`src/rtl/rtype_issuer_if.sv`:
```
// Bundles the command, core-facing and response signals of rtype_issuer.
// The slave modport is the issuer's view; the master modport is the environment's view.
interface rtype_issuer_if #(
  parameter int unsigned CNT_W = 16
);
  logic             cmd_valid;
  logic             cmd_ready;
  logic [2:0]       cmd_funct3;
  logic             cmd_alt;
  logic [4:0]       cmd_rs1;
  logic [4:0]       cmd_rs2;
  logic [4:0]       cmd_rd;
  logic [31:0]      cmd_a;
  logic [31:0]      cmd_b;
  logic [31:0]      instruction;
  logic [31:0]      a;
  logic [31:0]      b;
  logic [31:0]      y;
  logic             rsp_valid;
  logic             rsp_ready;
  logic [31:0]      rsp_y;
  logic [31:0]      rsp_expected;
  logic             rsp_match;
  logic [CNT_W-1:0] issue_count;
  logic [CNT_W-1:0] err_count;

  modport master (
    output cmd_valid, cmd_funct3, cmd_alt, cmd_rs1, cmd_rs2, cmd_rd, cmd_a, cmd_b,
    output y, rsp_ready,
    input  cmd_ready, instruction, a, b,
    input  rsp_valid, rsp_y, rsp_expected, rsp_match, issue_count, err_count
  );

  modport slave (
    input  cmd_valid, cmd_funct3, cmd_alt, cmd_rs1, cmd_rs2, cmd_rd, cmd_a, cmd_b,
    input  y, rsp_ready,
    output cmd_ready, instruction, a, b,
    output rsp_valid, rsp_y, rsp_expected, rsp_match, issue_count, err_count
  );
endinterface

```
`src/rtl/rtype_issuer.sv`:
```
// Drives R-type ALU commands into the processor core, holds them HOLD_CYCLES,
// samples y and reports it against an internal ALU reference model.
module rtype_issuer #(
  parameter int unsigned HOLD_CYCLES = 2,
  parameter int unsigned CNT_W       = 16
) (
  input logic           clk,
  input logic           rst,
  rtype_issuer_if.slave bus
);

  typedef enum logic [1:0] {IDLE, DRIVE, RESP} state_t;

  localparam logic [7:0]  HOLD_M1 = 8'(HOLD_CYCLES - 1);
  localparam logic [31:0] NOP     = 32'h0000_0033;

  state_t           state_q;
  logic [7:0]       hold_q;
  logic             cmd_ready_q;
  logic             rsp_valid_q;
  logic [31:0]      instr_q;
  logic [31:0]      a_q;
  logic [31:0]      b_q;
  logic [31:0]      rsp_y_q;
  logic [31:0]      rsp_exp_q;
  logic             rsp_match_q;
  logic [CNT_W-1:0] issue_q;
  logic [CNT_W-1:0] err_q;

  function automatic logic [31:0] encode(input logic [2:0] f3, input logic alt,
                                         input logic [4:0] rs1, input logic [4:0] rs2,
                                         input logic [4:0] rd);
    logic [6:0] f7;
    f7 = (alt && (f3 == 3'b000 || f3 == 3'b101)) ? 7'b0100000 : 7'b0000000;
    return {f7, rs2, rs1, f3, rd, 7'b0110011};
  endfunction

  function automatic logic [31:0] alu_ref(input logic [2:0] f3, input logic alt,
                                          input logic [31:0] op_a, input logic [31:0] op_b);
    logic [31:0] r;
    case (f3)
      3'b000:  r = alt ? op_a - op_b : op_a + op_b;
      3'b001:  r = op_a << op_b[4:0];
      3'b010:  r = {31'd0, $signed(op_a) < $signed(op_b)};
      3'b011:  r = {31'd0, op_a < op_b};
      3'b100:  r = op_a ^ op_b;
      3'b101:  r = alt ? 32'($signed(op_a) >>> op_b[4:0]) : op_a >> op_b[4:0];
      3'b110:  r = op_a | op_b;
      default: r = op_a & op_b;
    endcase
    return r;
  endfunction

  always_ff @(posedge clk or posedge rst) begin
    if (rst) begin
      state_q     <= IDLE;
      hold_q      <= '0;
      cmd_ready_q <= 1'b1;
      rsp_valid_q <= 1'b0;
      instr_q     <= NOP;
      a_q         <= '0;
      b_q         <= '0;
      rsp_y_q     <= '0;
      rsp_exp_q   <= '0;
      rsp_match_q <= 1'b0;
      issue_q     <= '0;
      err_q       <= '0;
    end else begin
      case (state_q)
        IDLE: begin
          if (bus.cmd_valid && cmd_ready_q) begin
            instr_q     <= encode(bus.cmd_funct3, bus.cmd_alt, bus.cmd_rs1, bus.cmd_rs2, bus.cmd_rd);
            a_q         <= bus.cmd_a;
            b_q         <= bus.cmd_b;
            rsp_exp_q   <= alu_ref(bus.cmd_funct3, bus.cmd_alt, bus.cmd_a, bus.cmd_b);
            hold_q      <= HOLD_M1;
            cmd_ready_q <= 1'b0;
            state_q     <= DRIVE;
          end
        end
        DRIVE: begin
          // y is sampled on the HOLD_CYCLES-th edge after the accept edge
          if (hold_q == '0) begin
            rsp_y_q     <= bus.y;
            rsp_match_q <= (bus.y == rsp_exp_q);
            rsp_valid_q <= 1'b1;
            state_q     <= RESP;
          end else begin
            hold_q <= hold_q - 8'd1;
          end
        end
        RESP: begin
          if (bus.rsp_ready) begin
            rsp_valid_q <= 1'b0;
            cmd_ready_q <= 1'b1;
            if (issue_q != '1) issue_q <= issue_q + CNT_W'(1);
            if (!rsp_match_q && err_q != '1) err_q <= err_q + CNT_W'(1);
            state_q <= IDLE;
          end
        end
        default: state_q <= IDLE;
      endcase
    end
  end

  assign bus.cmd_ready    = cmd_ready_q;
  assign bus.instruction  = instr_q;
  assign bus.a            = a_q;
  assign bus.b            = b_q;
  assign bus.rsp_valid    = rsp_valid_q;
  assign bus.rsp_y        = rsp_y_q;
  assign bus.rsp_expected = rsp_exp_q;
  assign bus.rsp_match    = rsp_match_q;
  assign bus.issue_count  = issue_q;
  assign bus.err_count    = err_q;

endmodule
```
`src/flat_wrapper.sv`:
```
// flat-port wrapper written by rule: the top's interface ports become plain ports
module rtype_issuer_flat 
#(
  parameter int unsigned HOLD_CYCLES = 2,
  parameter int unsigned CNT_W       = 16
)
  (clk, rst, bus_cmd_valid, bus_cmd_funct3, bus_cmd_alt, bus_cmd_rs1, bus_cmd_rs2, bus_cmd_rd, bus_cmd_a, bus_cmd_b, bus_y, bus_rsp_ready, bus_cmd_ready, bus_instruction, bus_a, bus_b, bus_rsp_valid, bus_rsp_y, bus_rsp_expected, bus_rsp_match, bus_issue_count, bus_err_count);
  rtype_issuer_if #(.CNT_W(CNT_W)) bus_i ();
  input logic clk;
  input logic rst;
  input wire logic [$bits(bus_i.cmd_valid)-1:0] bus_cmd_valid;
  input wire logic [$bits(bus_i.cmd_funct3)-1:0] bus_cmd_funct3;
  input wire logic [$bits(bus_i.cmd_alt)-1:0] bus_cmd_alt;
  input wire logic [$bits(bus_i.cmd_rs1)-1:0] bus_cmd_rs1;
  input wire logic [$bits(bus_i.cmd_rs2)-1:0] bus_cmd_rs2;
  input wire logic [$bits(bus_i.cmd_rd)-1:0] bus_cmd_rd;
  input wire logic [$bits(bus_i.cmd_a)-1:0] bus_cmd_a;
  input wire logic [$bits(bus_i.cmd_b)-1:0] bus_cmd_b;
  input wire logic [$bits(bus_i.y)-1:0] bus_y;
  input wire logic [$bits(bus_i.rsp_ready)-1:0] bus_rsp_ready;
  output wire logic [$bits(bus_i.cmd_ready)-1:0] bus_cmd_ready;
  output wire logic [$bits(bus_i.instruction)-1:0] bus_instruction;
  output wire logic [$bits(bus_i.a)-1:0] bus_a;
  output wire logic [$bits(bus_i.b)-1:0] bus_b;
  output wire logic [$bits(bus_i.rsp_valid)-1:0] bus_rsp_valid;
  output wire logic [$bits(bus_i.rsp_y)-1:0] bus_rsp_y;
  output wire logic [$bits(bus_i.rsp_expected)-1:0] bus_rsp_expected;
  output wire logic [$bits(bus_i.rsp_match)-1:0] bus_rsp_match;
  output wire logic [$bits(bus_i.issue_count)-1:0] bus_issue_count;
  output wire logic [$bits(bus_i.err_count)-1:0] bus_err_count;
  assign bus_i.cmd_valid = bus_cmd_valid;
  assign bus_i.cmd_funct3 = bus_cmd_funct3;
  assign bus_i.cmd_alt = bus_cmd_alt;
  assign bus_i.cmd_rs1 = bus_cmd_rs1;
  assign bus_i.cmd_rs2 = bus_cmd_rs2;
  assign bus_i.cmd_rd = bus_cmd_rd;
  assign bus_i.cmd_a = bus_cmd_a;
  assign bus_i.cmd_b = bus_cmd_b;
  assign bus_i.y = bus_y;
  assign bus_i.rsp_ready = bus_rsp_ready;
  assign bus_cmd_ready = bus_i.cmd_ready;
  assign bus_instruction = bus_i.instruction;
  assign bus_a = bus_i.a;
  assign bus_b = bus_i.b;
  assign bus_rsp_valid = bus_i.rsp_valid;
  assign bus_rsp_y = bus_i.rsp_y;
  assign bus_rsp_expected = bus_i.rsp_expected;
  assign bus_rsp_match = bus_i.rsp_match;
  assign bus_issue_count = bus_i.issue_count;
  assign bus_err_count = bus_i.err_count;
  rtype_issuer #(.HOLD_CYCLES(HOLD_CYCLES), .CNT_W(CNT_W)) u_core (.clk(clk), .rst(rst), .bus(bus_i));
endmodule
```
`config.mk`:
```
export PLATFORM = sky130hd
export DESIGN_NAME = rtype_issuer_flat
export DESIGN_NICKNAME = d
export VERILOG_FILES = /design/src/rtl/rtype_issuer_if.sv /design/src/rtl/rtype_issuer.sv /design/src/flat_wrapper.sv
export SDC_FILE = /design/constraint.sdc
export NUM_CORES = 1
export LEC_CHECK = 0
export ABC_CLOCK_PERIOD_IN_PS = 13200
export CORE_MARGIN = 10
export CORE_UTILIZATION = 33
export CTS_CLUSTER_SIZE = 8
export DETAILED_ROUTE_END_ITERATION = 10
export REMOVE_ABC_BUFFERS = 1
export SKIP_CTS_REPAIR_TIMING = 1
export SYNTH_ARGS = -nofsm -noshare
export SYNTH_HDL_FRONTEND = slang
export SYNTH_SLANG_ARGS = --single-unit
```
`constraint.sdc`:
```
create_clock -name clk -period 13.2 [get_ports clk]
set_input_delay 2.64 -clock clk [delete_from_list [all_inputs] [get_ports clk]]
set_output_delay 2.64 -clock clk [all_outputs]
set_load 0.01 [all_outputs]
```
==> results of run 1 <==
routing by layer:
metal / global-route usage [%] / vias up / wire length [um]
li1: - / 7905 / -
met1: 33.6 / 8606 / 33500
met2: 41.0 / 910 / 37100
met3: 4.70 / 116 / 6740
met4: 7.90 / 2 / 2080
met5: 0 / - / 13
worst max-delay path: stages:
cell and delay, ns:
buf_2 0.08, buf_4 0.61, inv_1 0.41, ha_1 0.51, nor3_1 0.21, a21oi_1 0.16
a2111oi_2 0.48, nor4_1 0.12, o311ai_1 0.51, a31oi_1 0.25, o211ai_1 0.33, mux2i_1 0.24
o21ai_0 0.10
placed cells by master, fill, tap and decap left out, types with 34 or more instances in the layout:
master | netlist | routed
nand3_1 | 39 | 39
ha_1 | 102 | 102
nor2_1 | 166 | 165
buf_4 | 20 | 38
nand2_1 | 280 | 280
a211oi_1 | 34 | 34
nor3_1 | 42 | 42
mux2_2 | 50 | 50
o21ai_0 | 208 | 208
a21oi_1 | 184 | 184
clkdlybuf4s50_1 | 0 | 295
mux2i_1 | 72 | 72
xor2_1 | 48 | 48
inv_1 | 105 | 104
xnor2_1 | 47 | 47
dfrtp_1 | 191 | 191
per-stage QoR:
step / cell area (sq um) / instances / util (%) / hold slack [ns]
finish: 20900 / 2993 / 41.4 / 0.482
global route: 20900 / 2992 / 41.4 / 0.503
CTS: 20900 / 2992 / 41.4 / 0.486
detailed placement: 20300 / 2960 / 40.2 / 0.465
global placement: 20300 / 2960 / 40.2 / 0.456
floorplan: 16200 / 1952 / - / 0.502
report_power, final:
group | total, mW | leakage, nW | internal (mW) | switching (mW)
combinational | 1.27 | 6.22 | 0.611 | 0.659
clock | 0.570 | 0.300 | 0.262 | 0.308
sequential | 0.968 | 2.47 | 0.787 | 0.181
cell type report:
class	instances	share of cell area, %
multi-input cells	1651	52.5
clock buffers	17	2.03
repair buffers	336	15.5
well taps	672	4.02
flip-flops and latches	192	23.0
inverters	109	1.99
diodes	1	0.0120
clock inverters	15	0.969
path summary, 6_finish.rpt:
path                                                        startpoint                                 endpoint  slack (ns)
worst max register to register           u_core.state_q[0]$_DFFE_PP0P_   u_core.bus.rsp_expected[8]$_DFFE_PP0P_       10.28
worst min register to register  u_core.bus.instruction[24]$_DFFE_PP0P_   u_core.bus.instruction[24]$_DFFE_PP0P_        0.48
min in group asynchronous                                          rst         u_core.bus.rsp_valid$_DFFE_PP0P_        2.75
max in group asynchronous                                          rst   u_core.bus.rsp_expected[1]$_DFFE_PP0P_        8.98
worst min-delay path            u_core.bus.instruction[24]$_DFFE_PP0P_   u_core.bus.instruction[24]$_DFFE_PP0P_        0.48
worst max-delay path                                      bus_cmd_b[3]  u_core.bus.rsp_expected[30]$_DFFE_PP0P_        6.88
state kept, by name, indices dropped and copies added (netlist names), 2 cells and up:
name and count:
u_core.bus.instruction 19, u_core.bus.rsp_expected 32, u_core.hold_q 8, u_core.bus.b 32
u_core.bus.issue_count 16, u_core.bus.rsp_y 32, u_core.state_q 2, u_core.bus.a 32
u_core.bus.err_count 16
kinds of logic after synthesis:
family / Yosys count
adder cells (fa/ha/maj): 104
AO/OA/AOI/OAI: 648
multiplexers: 151
flip-flops: 192
buffers and inverters: 270
XOR/XNOR: 95
other: 2
AND/OR/NAND/NOR: 640
==> summary.md, run 1 <==
| Metric | Value |
|---|---|
| # rows | `82` |
| Layout area overhead | `23.6%` |
| Routability Congestion | `1.01` |
| Slew Viols, Final | `0` |
| Max-cap viol count | `0` |
| Adder-Cell Fraction of Synth Area | `7.77%` |
| Vias in the first global route | `17.1k` |
| PwrDens | `134 nW/um^2` |
| Pre-CTS WS | `6.55 ns` |
| FILL cells | `5,209` |
| Critical Path Start Type | `primary input` |
| Synth cell count leaders | `nand2_1 (280), o21ai_0 (208), dfrtp_1 (191)` |
| Final worst path period share | `47.8%` |
| Mean Syn Cell Area | `8.06 sq um` |
| Clock skew | `0.0131 ns` |
| Longest Clk Path Bufs | `2` |
| Worst Max-Slew Pin Slew | `1.28 ns` |
| Clock H-tree levels | `4` |
| Root buf cell | `clkbuf_16` |
| Clock transition at the registers of the reported paths | `0.08 ns` |
| Mux cell area share after synthesis | `11.4%` |
| Die width | `247 um` |
| Final hold vios | `0` |
| Yosys top cell area share | `28.2%` |
| Maximum operating frequency | `158 MHz` |
| R2r worst-path depth | `6` |
| Routed vias/inst | `5.86` |
| Pin count of the biggest net entering global routing | `131` |
| GRT Overall Usage | `25.3%` |
| CTS Buf Count | `17` |
| Synth Area in Simple Gates | `16.7%` |
| I/O Buffers | `300` |
| Drt total wl | `79,400 um` |
| Crit-path max FO | `81` |
| Setup crit end kind | `register` |
| XOR/XNOR share of the synthesized area | `4.91%` |
| RSZ-0062 raised after global routing | `false` |
| Share of synthesized flip-flops with an asynchronous set or reset | `100%` |
| Clock latency on the worst-skew pair | `0.50 ns` |
| Status | `complete, no violations` |
| Distinct cells, synth | `88` |
| Sequential cell area | `4810 sq um` |
| Mapped Area | `16,900 sq um` |
| PnR Total Power | `2.81 mW` |
| Compound-Gate Fraction of Synth Area | `23.7%` |
| Initial antenna violation count | `1` |
| Sequential fraction of the synthesis area | `28.4%` |
| Synth Flop Type | `dfrtp_1` |
| WHS Path Cells | `2` |
| Max VDD drop | `0.104 mV` |
| Drt pass-1 iters | `9` |
| First-pass GRT wire length | `116,000 um` |
| Share of layout cells above drive strength 1 | `7.76%` |
| DR DRC count | `0` |
| Ys Warns | `0` |
| Post-DP HPWL | `60,500 um` |
| Initial Util | `33.5%` |
| Post-synth EDFFs | `0` |
| CTS Sinks | `192` |
| Synthesized flop and latch total | `192` |
| Largest cells by area after synthesis | `dfrtp_1 (28%), ha_1 (7.5%), nand2_1 (6.2%)` |
| Largest family of logic cells by synthesized area | `compound AO/OA/AOI/OAI gates` |
| # setup viols final | `0` |
| DR vias | `17.5k` |
| Core box area | `50,500 sq um` |
| Die ar. | `60,800 sq um` |
| Leading area contributor after synthesis | `dfrtp_1` |
| Req. time, crit path | `13.57 ns` |
| Tmin final | `6.32 ns` |
| Worst Setup Path Type | `in -> reg` |
| Gate Count Post-Synth | `2,102` |
| Critical path data arrival time | `6.69 ns` |
| Ports | `314` |
| Die H | `247 um` |
| Routed Antenna Nets | `0` |
| CTS tree | `built` |
| Leak | `8.99 nW` |
| Hold crit path type | `reg -> reg` |
| Crit path setup slack, layout | `6.88 ns` |
| Total global routing overflow | `0` |
| Top-count cell post-synth | `nand2_1` |
| Sum Neg Setup Slack | `0 ns` |
| Total Nets Final | `2,530` |
| Rel. slew slack | `12.7%` |
| Routed wire per std cell | `26.5 um` |
| Multi-input logic area | `11,000 sq um` |
| Iteration-0 DRC Markers | `2,122` |
Note: power is estimated with default switching activity, not from simulation.
==> inputs of run 2 (changes only) <==
--- a/config.mk
+++ b/config.mk
@@ -5,7 +5,7 @@
 export SDC_FILE = /design/constraint.sdc
 export NUM_CORES = 1
 export LEC_CHECK = 0
-export ABC_CLOCK_PERIOD_IN_PS = 13200
+export ABC_CLOCK_PERIOD_IN_PS = 5800
 export CORE_MARGIN = 10
 export CORE_UTILIZATION = 33
 export CTS_CLUSTER_SIZE = 8
==> constraint.sdc (replaced) <==
create_clock -name clk -period 5.8 [get_ports clk]
set_input_delay 1.16 -clock clk [delete_from_list [all_inputs] [get_ports clk]]
set_output_delay 1.16 -clock clk [all_outputs]
set_load 0.01 [all_outputs]
==> summary.md, run 2 (synthesis results as in run 1) <==
| Metric | Value |
|---|---|
| Layout area overhead | `25.0%` |
| Max VDD drop | `0.249 mV` |
| Tmin final | `4.63 ns` |
| # setup viols final | `0` |
| Final Non-Filler Cells | `3,020` |
| PwrDens | `307 nW/um^2` |
| Post-DP HPWL | `63,700 um` |
| P_sw | `2.69 mW` |
| Max-cap viol count | `0` |
| Initial Util | `33.5%` |
| Critical Path Start Type | `primary input` |
| Maximum operating frequency | `216 MHz` |
| GRT Overall Usage | `26.2%` |
| Die width | `247 um` |
| Routed Antenna Nets | `0` |
| Status | `complete, no violations` |
| Worst Max-Slew Pin Slew | `1.11 ns` |
| Vias in the first global route | `17.2k` |
| Routability Congestion | `1.07` |
| Slew Viols, Final | `0` |
| Critical-path top delay cell | `clkdlybuf4s50_1` |
| Sw Ratio | `41.4%` |
| CTS Buf Count | `17` |
| Core box area | `50,500 sq um` |
| Routed wire per std cell | `27.3 um` |
| Worst Hold Margin | `0.478 ns` |
| Rel. slew slack | `25.2%` |
| Share of layout cells above drive strength 1 | `8.86%` |
| PnR Total Power | `6.49 mW` |
| Drt total wl | `82,500 um` |
| Total global routing overflow | `0` |
| Sequential share of power | `33.9%` |
| Internal | `3.80 mW` |
| Most frequent cells in the layout | `clkdlybuf4s50_1 (295), nand2_1 (280), o21ai_0 (208)` |
| Clock skew | `0.0311 ns` |
| Crit-path max cell delay | `0.69 ns` |
| Die H | `247 um` |
| Post-Place Cells | `2,988` |
| Pin count of the biggest net entering global routing | `117` |
| DR DRC count | `0` |
| Initial antenna violation count | `0` |
| DR vias | `17.7k` |
| FILL cells | `5,163` |
| Req. time, crit path | `6.15 ns` |
| RSZ-0062 raised after global routing | `false` |
| Clock latency on the worst-skew pair | `0.52 ns` |
| Worst Setup Path Type | `in -> reg` |
| Die ar. | `60,800 sq um` |
| Drt pass-1 iters | `6` |
| Total Nets Final | `2,558` |
| Crit-path max FO | `11` |
| Ports | `314` |
| CTS Sinks | `192` |
| # rows | `82` |
| Util after Layout | `41.9%` |
| Critical path data arrival time | `4.98 ns` |
| Iteration-0 DRC Markers | `2,277` |
| Post-DP Area | `20,500 sq um` |
| Clock transition at the registers of the reported paths | `0.08 ns` |
| Setup crit end kind | `register` |
| Final worst path period share | `79.8%` |
| Final hold vios | `0` |
| # diodes | `0` |
| CTS tree | `built` |
| Leak | `9.14 nW` |
| Pre-CTS WS | `0.801 ns` |
| Sum Neg Setup Slack | `0 ns` |
| Critical path cell sequence | `clkdlybuf4s50_1 > inv_1 > ha_1 > nor3_1 > a21oi_1 > a2111oi_2 > or3_1 > o311a_1 > xnor2_1 > a311oi_1 > o21ai_0` |
| Longest Clk Path Bufs | `2` |
| Combinational share of power | `45.3%` |
| Routed vias/inst | `5.88` |
| Hold crit path type | `reg -> reg` |
| Post-Layout Inst Area | `21,200 sq um` |
| Root buf cell | `clkbuf_16` |
| Clock H-tree levels | `4` |
| Most common cell after layout, fill and taps aside | `clkdlybuf4s50_1` |
| First-pass GRT wire length | `119,000 um` |
| Crit path setup slack, layout | `1.17 ns` |
| Clock power share | `20.7%` |
| I/O Buffers | `300` |
==> run 2: power by group through the flow <==
| stage | registers (mW) | logic [mW] | clock network, mW |
|---|---|---|---|
| finish | 2.20 | 2.94 | 1.34 |
| global route | 2.26 | 3.15 | 1.42 |
| global placement | 2.20 | 2.95 | 0 |
| detailed placement | 2.23 | 2.94 | 0 |
| floorplan | 2.29 | 1.09 | 0 |
| CTS | 2.20 | 2.96 | 1.38 |
==> run 2: critical path, delay by kind of cell <==
| kind | cells | cell delay [ns] |
|---|---|---|
| AOI/OAI and AO/OA | 5 | 1.79 |
| buffers and inverters | 2 | 0.86 |
| adders and majority gates | 1 | 0.59 |
| and+or+nand+nor | 2 | 0.44 |
| xor gates and xnor gates | 1 | 0.14 |
==> run 2: path summary, 6_finish.rpt <==
kind                                                              from                                 endpoint  slack [ns]  depth (start not counted)
max in group asynchronous                                          rst      u_core.bus.err_count[1]$_DFFE_PP0P_        3.57                          3
worst max register to register           u_core.state_q[0]$_DFFE_PP0P_             u_core.bus.b[15]$_DFFE_PP0P_        2.82                          6
worst min-delay path            u_core.bus.instruction[24]$_DFFE_PP0P_   u_core.bus.instruction[24]$_DFFE_PP0P_        0.48                          2
worst min register to register  u_core.bus.instruction[24]$_DFFE_PP0P_   u_core.bus.instruction[24]$_DFFE_PP0P_        0.48                          2
min in group asynchronous                                          rst         u_core.bus.rsp_y[27]$_DFFE_PP0P_        1.18                          2
worst max-delay path                                      bus_cmd_a[5]  u_core.bus.rsp_expected[18]$_DFFE_PP0P_        1.17                         11
==> run 2: routing by layer <==
layer	part of all wire (%)	vias to the layer above	GRT usage, %
met5	0	-	0
met4	2.7	0	8.17
met3	9.1	127	5.20
met2	46	953	41.3
met1	43	8707	35.3
li1	-	7961	-
==> run 2: area by class of cell <==
type / count / area [sq um] / share of cell area [%]
clock buffers: 17 / 425 / 2.01
clock inverters: 15 / 216 / 1.02
repair buffers: 364 / 3490 / 16.5
flip-flops and latches: 192 / 4810 / 22.7
well taps: 672 / 841 / 3.97
inverters: 109 / 417 / 1.97
multi-input cells: 1651 / 11000 / 51.8
==> inputs of run 3 (changes only) <==
--- a/config.mk
+++ b/config.mk
@@ -5,7 +5,7 @@
 export SDC_FILE = /design/constraint.sdc
 export NUM_CORES = 1
 export LEC_CHECK = 0
-export ABC_CLOCK_PERIOD_IN_PS = 5800
+export ABC_CLOCK_PERIOD_IN_PS = 4650
 export CORE_MARGIN = 10
 export CORE_UTILIZATION = 33
 export CTS_CLUSTER_SIZE = 8
==> constraint.sdc (replaced) <==
create_clock -name clk -period 4.65 [get_ports clk]
set_input_delay 0.93 -clock clk [delete_from_list [all_inputs] [get_ports clk]]
set_output_delay 0.93 -clock clk [all_outputs]
set_load 0.01 [all_outputs]
==> summary.md, run 3 (synthesis results as in run 1) <==
| Metric | Value |
|---|---|
| Critical Path Start Type | `primary input` |
| GRT Overall Usage | `26.5%` |
| Met1 Use GR | `35.4%` |
| RSZ-0062 raised after global routing | `false` |
| R2R Path Start | `u_core.state_q[0]$_DFFE_PP0P_` |
| Util after Layout | `43.2%` |
| DR DRC count | `0` |
| Root buf cell | `clkbuf_16` |
| Routed Antenna Nets | `0` |
| Initial Util | `33.5%` |
| Met2 usage | `41.7%` |
| Core box area | `50,500 sq um` |
| Max-cap viol count | `0` |
| # rows | `82` |
| Hold EP | `u_core.bus.instruction[16]$_DFFE_PP0P_` |
| CTS Buf Count | `17` |
| Total global routing overflow | `0` |
| R2r worst-path depth | `7` |
| CTS tree | `built` |
| Die H | `247 um` |
| Reg2reg end | `u_core.bus.rsp_expected[0]$_DFFE_PP0P_` |
| Final hold vios | `0` |
| Crit-path max FO | `4` |
| Layout area overhead | `28.7%` |
| Die ar. | `60,800 sq um` |
| Rel. slew slack | `29.3%` |
| Vias in the first global route | `17.4k` |
| Drt pass-1 iters | `6` |
| GR peak layer | `met2` |
| Status | `complete, no violations` |
| Leak | `9.54 nW` |
| Die width | `247 um` |
| Worst Setup Path Type | `in -> reg` |
| Ports | `314` |
| Initial antenna violation count | `3` |
| Iteration-0 DRC Markers | `1,784` |
| Final worst path period share | `87.7%` |
| Drt total wl | `83,200 um` |
| Hold crit path type | `reg -> reg` |
| WHS Path Cells | `2` |
| Routability Congestion | `1.04` |
| First-pass GRT wire length | `120,000 um` |
| Total Nets Final | `2,647` |
| Maximum operating frequency | `245 MHz` |
| # setup viols final | `0` |
| CTS Sinks | `192` |
| Tmin final | `4.08 ns` |
| PwrDens | `369 nW/um^2` |
| Max VDD drop | `0.312 mV` |
| Post-DP HPWL | `65,900 um` |
| Clock transition at the registers of the reported paths | `0.07 ns` |
| I/O Buffers | `300` |
| Clock H-tree levels | `4` |
| Met3 usage | `5.72%` |
| Longest Clk Path Bufs | `2` |
| PnR Total Power | `8.03 mW` |
| Routed wire per std cell | `26.8 um` |
| Slew Viols, Final | `0` |
| Most frequent cells in the layout | `clkdlybuf4s50_1 (295), nand2_1 (280), o21ai_0 (208)` |
| Reg2reg setup slack | `2.00 ns` |
| Clock latency on the worst-skew pair | `0.51 ns` |
| DR vias | `17.9k` |
| Pin count of the biggest net entering global routing | `80` |
| # diodes | `0` |
| Worst Max-Slew Pin Slew | `1.05 ns` |
| Share of layout cells above drive strength 1 | `12.0%` |
| Critical path data arrival time | `4.45 ns` |
| Sum Neg Setup Slack | `0 ns` |
| Most common cell after layout, fill and taps aside | `clkdlybuf4s50_1` |
| Req. time, crit path | `5.02 ns` |
| Routed vias/inst | `5.76` |
| HP Start | `u_core.bus.instruction[16]$_DFFE_PP0P_` |
| Setup crit end kind | `register` |
| Clock skew | `0.0207 ns` |
## run 3: cell types whose count changed in the layout (fill, tap and decap cells not counted), sizes merged
cell | previous run | this run
clkbuf | 17 | 24
bufinv | 0 | 1
clkinv | 10 | 4
inv | 113 | 111
buf | 69 | 158
## run 3: critical path, stage by stage
cell,delay (ns)
clkdlybuf4s50_1,0.55
inv_1,0.12
ha_1,0.23
fa_1,0.41
o21bai_1,0.22
a21oi_1,0.21
a2111oi_2,0.54
nor4_1,0.12
o311ai_1,0.27
buf_4,0.17
a31oi_1,0.11
o211ai_1,0.27
mux2i_1,0.20
o21ai_0,0.09
## run 3: routing by layer
| metal | vias to the layer above | routed length, um |
|---|---|---|
| met4 | 2 | 2450 |
| li1 | 8152 | - |
| met3 | 119 | 7000 |
| met5 | - | 12 |
| met1 | 8783 | 35900 |
| met2 | 863 | 37900 |
## run 3: worst max path at each step
stage	cells past startpoint	endpoint	start
floorplan	1	u_core.bus.a[0]$_DFFE_PP0P_	rst
global placement	14	u_core.bus.rsp_expected[30]$_DFFE_PP0P_	bus_cmd_a[0]
detailed placement	14	u_core.bus.rsp_expected[30]$_DFFE_PP0P_	bus_cmd_a[0]
CTS	14	u_core.bus.rsp_expected[30]$_DFFE_PP0P_	bus_cmd_a[0]
global route	14	u_core.bus.rsp_expected[30]$_DFFE_PP0P_	bus_cmd_a[0]
finish	14	u_core.bus.rsp_expected[30]$_DFFE_PP0P_	bus_cmd_a[0]
## run 3: where the power goes
group | leakage [nW] | switching [mW] | internal [mW] | total, mW
Combinational | 6.80 | 1.91 | 1.82 | 3.73
Sequential | 2.47 | 0.511 | 2.23 | 2.75
Clock | 0.278 | 0.764 | 0.793 | 1.56
## run 3: stage by stage
stage                     setup WS [ns]  cell area, sq um  hold WS (ns)  instances
after detailed placement          0.164             21200         0.466       3077
after floorplan                   -1.51             16200         0.502       1952
after global routing              0.352             21800         0.509       3109
after global placement            0.173             21200         0.459       3077
final                             0.573             21800         0.477       3109
after CTS                         0.689             21800         0.484       3109
## run 3: final cells by class
type | count | area (sq um)
clock inverter | 8 | 92.6
fill | 5152 | 28700
timing repair buffer | 453 | 4180
inverter | 109 | 417
sequential | 192 | 4810
multi-input combinational | 1651 | 11000
clock buffer | 24 | 482
tap | 672 | 841
